File: src/rtl/alu_pkg.sv
// Shared constants and FSM encoding for the ALU instruction sequencer.
package alu_pkg;

    localparam int ALU_W       = 16;
    localparam int ALU_DEPTH   = 8;
    localparam int ALU_TIMEOUT = 15;

    typedef enum logic [1:0] {
        IDLE,
        ISSUE,
        WAIT,
        CAPTURE
    } seq_state_t;

endpackage

File: src/rtl/sync_fifo.sv
// Synchronous instruction FIFO; read data is the registered head slot,
// so a pushed word is only visible after the push edge.
module sync_fifo #(
    parameter int W     = 16,
    parameter int DEPTH = 8
) (
    input  logic                     clk,
    input  logic                     rst,
    input  logic                     push,
    input  logic                     pop,
    input  logic [W-1:0]             wdata,
    output logic [W-1:0]             rdata,
    output logic                     full,
    output logic                     empty,
    output logic [$clog2(DEPTH):0]   count
);

    localparam int AW = $clog2(DEPTH);
    localparam logic [AW-1:0] PTR_ONE = AW'(1);
    localparam logic [AW:0]   CNT_ONE = (AW + 1)'(1);
    localparam logic [AW:0]   CNT_MAX = (AW + 1)'(DEPTH);

    logic [W-1:0]  mem [DEPTH];
    logic [AW-1:0] wptr;
    logic [AW-1:0] rptr;
    logic          do_push;
    logic          do_pop;

    assign do_pop  = pop && !empty;
    // a pop on the same edge frees the slot, so a push while full is taken
    assign do_push = push && (!full || do_pop);
    assign full    = (count == CNT_MAX);
    assign empty   = (count == '0);
    assign rdata   = mem[rptr];

    always_ff @(posedge clk) begin
        if (do_push) begin
            mem[wptr] <= wdata;
        end
    end

    always_ff @(posedge clk) begin
        if (rst) begin
            wptr  <= '0;
            rptr  <= '0;
            count <= '0;
        end else begin
            if (do_push) begin
                wptr <= wptr + PTR_ONE;
            end
            if (do_pop) begin
                rptr <= rptr + PTR_ONE;
            end
            unique case ({do_push, do_pop})
                2'b10:   count <= count + CNT_ONE;
                2'b01:   count <= count - CNT_ONE;
                default: count <= count;
            endcase
        end
    end

endmodule

File: src/rtl/alu_instr_sequencer.sv
// Feeds queued instruction words to a multi-cycle ALU one at a time,
// captures results and abandons instructions whose done never arrives.
module alu_instr_sequencer
    import alu_pkg::*;
#(
    parameter int DEPTH   = ALU_DEPTH,
    parameter int W       = ALU_W,
    parameter int TIMEOUT = ALU_TIMEOUT
) (
    input  logic         clk,
    input  logic         rst,
    input  logic         wr_en,
    input  logic [W-1:0] wr_data,
    output logic         full,
    output logic         empty,
    output logic [W-1:0] DIN,
    output logic         run,
    input  logic         done,
    input  logic [W-1:0] G,
    output logic [W-1:0] result,
    output logic         result_valid,
    output logic         busy,
    output logic         timeout_err,
    output logic [7:0]   issued_cnt
);

    localparam int TW = $clog2(TIMEOUT + 1);
    localparam logic [TW-1:0] WD_LAST = TW'(TIMEOUT - 1);
    localparam logic [TW-1:0] WD_ONE  = TW'(1);

    seq_state_t             state;
    seq_state_t             state_nxt;
    logic                   pop;
    logic                   wd_fire;
    logic [W-1:0]           head;
    logic [$clog2(DEPTH):0] fifo_count;
    logic [TW-1:0]          wcnt;
    logic                   have_word;

    sync_fifo #(
        .W     (W),
        .DEPTH (DEPTH)
    ) u_fifo (
        .clk   (clk),
        .rst   (rst),
        .push  (wr_en),
        .pop   (pop),
        .wdata (wr_data),
        .rdata (head),
        .full  (full),
        .empty (empty),
        .count (fifo_count)
    );

    assign have_word    = (fifo_count != '0);
    assign run          = (state == ISSUE);
    assign result_valid = (state == CAPTURE);
    assign busy         = (state != IDLE);

    always_comb begin
        state_nxt = state;
        pop       = 1'b0;
        wd_fire   = 1'b0;
        unique case (state)
            IDLE: begin
                if (have_word) begin
                    state_nxt = ISSUE;
                    pop       = 1'b1;
                end
            end
            ISSUE: state_nxt = WAIT;
            WAIT: begin
                if (done) begin
                    state_nxt = CAPTURE;
                end else if (wcnt == WD_LAST) begin
                    state_nxt = IDLE;
                    wd_fire   = 1'b1;
                end
            end
            CAPTURE: begin
                if (have_word) begin
                    state_nxt = ISSUE;
                    pop       = 1'b1;
                end else begin
                    state_nxt = IDLE;
                end
            end
            default: state_nxt = IDLE;
        endcase
    end

    always_ff @(posedge clk) begin
        if (rst) begin
            state       <= IDLE;
            DIN         <= '0;
            result      <= '0;
            issued_cnt  <= '0;
            timeout_err <= 1'b0;
            wcnt        <= '0;
        end else begin
            state <= state_nxt;
            if (pop) begin
                DIN <= head;
            end
            if (state == ISSUE) begin
                wcnt <= '0;
            end else if (state == WAIT) begin
                wcnt <= wcnt + WD_ONE;
            end
            if (state == WAIT && done) begin
                result     <= G;
                issued_cnt <= issued_cnt + 8'd1;
            end
            if (wd_fire) begin
                timeout_err <= 1'b1;
            end
        end
    end

endmodule

File: config.mk
export PLATFORM = sky130hd
export DESIGN_NAME = alu_instr_sequencer
export DESIGN_NICKNAME = d
export VERILOG_FILES = /design/src/rtl/alu_pkg.sv /design/src/rtl/sync_fifo.sv /design/src/rtl/alu_instr_sequencer.sv
export SDC_FILE = /design/constraint.sdc
export NUM_CORES = 1
export LEC_CHECK = 0
export CAP_MARGIN = 20
export CORE_ASPECT_RATIO = 1.1
export CORE_MARGIN = 3
export CORE_UTILIZATION = 50
export DETAILED_ROUTE_END_ITERATION = 10
export PLACE_DENSITY = 0.75
export SETUP_SLACK_MARGIN = 0.05
export SLEW_MARGIN = 25
export SYNTH_ARGS = -nofsm -noshare
export SYNTH_HDL_FRONTEND = slang
export SYNTH_SLANG_ARGS = --single-unit
File: constraint.sdc
create_clock -name clk -period 3.4 [get_ports clk]
set_clock_uncertainty 0.15 [all_clocks]
set_input_delay 0.68 -clock clk [delete_from_list [all_inputs] [get_ports clk]]
set_output_delay 0.68 -clock clk [all_outputs]
set_load 0.01 [all_outputs]
==> qor.yml <==
fill_cells: 1015
cts_buffers: 17
final_cells: 754
crit_fanout: 6
clock_latency_ps: 420
synth_cell_types: 41
grt_max_degree: 34
maxCapViolations: 0
ys_warn_count: 0
antenna_found_initial: 0
cellPowerDensity_mw_per_mm2: 706
cts_tree: "built"
cellLeakagePower_uw: 0.00292
hold_viol: 0
ir_drop_mv: 0.575
htreeDepth: 4
final_max_slew_viol_count: 0
timing.setup.tns_ps: 0
drtIter0Drc: 405
holdBufCountCts: 0
overflow: 0
dr.pass1.iters: 4
syn_area_mm2: 0.00714
yosysTopAreaCell: "edfxtp_1"
cts_resized: 0
tightest_slew_ps: 759
routed_wirelength_um: 14300
min_period_ps: 2880
crit_path_start_kind: "register"
post-route-period-util_pct: 84.8
cts_buffer_depth: 2
rsz0062_at_grt: "false"
cts.sinks: 185
gp_congestion: 0.741
antenna_cells: 0
netlist.area_leader.share_pct: 53.8
slew_headroom_pct: 49.4
synth_seq_cells: 185
path_cells: "or4_4 > clkinv_2 > clkdlybuf4s50_1"
first_global_vias: 4320
critPathMaxStageDelay_ps: 590
layout_common_cells: "edfxtp_1 (128), clkdlybuf4s50_1 (80), dfxtp_1 (56)"
layout_commonest_cell: "edfxtp_1"
finalPower_uw: 6200
placed_cells: 722
drc_errors: 0
pin_count: 82
syn_to_final_growth_pct: 23.0
grt_first_pass_wirelength_um: 23400
fin_nets: 602
track_usage_pct: 19.3
endpoint_kind: "output port"
rows: 45
yosysSeqAreaShare_pct: 69.8
slowest_stage: "or4_4"
max_freq_mhz: 347
required_ps: 2570
vias: 4136
postCtsSetupBuffers: 0
die_h_um: 131
start_util_pct: 51.3
setup_viol: 0
min_path_type: "reg -> reg"
wl_per_cell_um: 19.0
via_per_inst: 5.49
avgSynthCellArea_um2: 15.5
ant_nets: 0
dpl.hpwl_um: 9170
syn_nets: 510
synthCells: 461
die-area_mm2: 0.0157
clockRootBuffer: "clkbuf_16"
drive_gt1_share_pct: 17.5
coreArea_mm2: 0.0139
clkTransAtPathRegs_ps: 60
die_x_um: 120
status: "completed"
cp.arrival_ps: 2050
synth.area.top_cells: "edfxtp_1 (54%), dfxtp_1 (16%), mux4_2 (10%), ha_1 (2.3%), nand2_1 (2.2%)"
path_class: "reg -> out"
port_buffers: 81
## layer usage
layer | vias to the layer above | routed length [µm] | global-route usage (%)
li1 | 1924 | - | -
met1 | 2058 | 5980 | 25.5
met2 | 136 | 7240 | 31.2
met3 | 18 | 858 | 4.43
met4 | 0 | 208 | 7.70
met5 | - | 0 | 0
## final timing paths
| check | end | start | cells after the start | slack [ps] |
|---|---|---|---|---|
| hold / removal | result[9] | result[9] | 2 | 310 |
| hold reg to reg | result[9] | result[9] | 2 | 310 |
| setup reg to reg | u_fifo.count[2] | state[0] | 10 | 560 |
| setup / recovery | empty | u_fifo.count[0] | 3 | 520 |
## metrics by stage
stage               instance area, µm²  util (%)  worst slack (ps)  hold WS, ps
finish                            8780      63.2               515          305
global route                      8780      63.2               294          325
CTS                               8780      63.2               499          306
detailed placement                8220      59.1               333          297
global placement                  8220      59.1               400          292
floorplan                         7150         -               304          331
## state kept, by name, summed over array words and instances, names as in the netlist
signal,flops
result,16
u_fifo.wptr,3
u_fifo.rptr,3
wcnt,4
timeout_err,1
issued_cnt,8
state,2
u_fifo.count,4
u_fifo.mem,128
DIN,16
## report_power, final
group	switching (µW)	leakage (µW)	total, µW	internal (µW)
Sequential	147	0.00163	2750	2610
Clock	783	0.000262	1830	1050
Combinational	853	0.00103	1620	763
## kinds of logic after synthesis
group	share of synthesized area (%)
xor gates and xnor gates	1.96
buffers and inverters	2.21
muxes	10.7
and+or+nand+nor	8.66
adders and majority gates	2.28
DFF	69.8
AOI/OAI and AO/OA	4.40
## final cells by class
cell class	instances	area [µm²]	share of cell area, %
Inverter	8	31.3	0.356
Clock buffer	22	464	5.28
Tap cell	188	235	2.68
Timing Repair Buffer	97	938	10.7
Clock inverter	10	96.3	1.10
Sequential cell	185	4990	56.8
Multi-Input combinational cell	244	2030	23.1
## Yosys cell counts
master,instances
a41oi_1,1
buf_6,2
o41ai_1,1
mux2_2,1
and2_1,1
nor4_1,1
a211oi_1,4
a21boi_1,1
o22ai_1,15
a2111oi_0,1
clkbuf_1,14
buf_4,1
buf_1,1
nand3_1,4
nand2_1,41
nor4b_1,1
and3_1,2
dfxtp_1,57
mux2i_1,3
nand4_1,5
xnor2_1,4
ha_1,13
mux4_2,32
nor2_1,40
inv_1,7
or4_4,1
a31o_2,1
nand2b_1,3
o21ai_0,4
a21oi_1,24
nor3_2,11
a22oi_1,1
buf_2,5
or3_1,2
xor2_1,12
buf_8,1
and3b_1,1
clkinv_2,1
nor3_1,11
nor2b_1,2
edfxtp_1,128
## worst max-delay path, delay by kind of cell (launching register included)
kind,cells,cell delay [ps]
flip-flops,1,370
buffers and inverters,2,670
AND/OR/NAND/NOR,1,590
No activity file was read; power rests on OpenSTA's default activity.
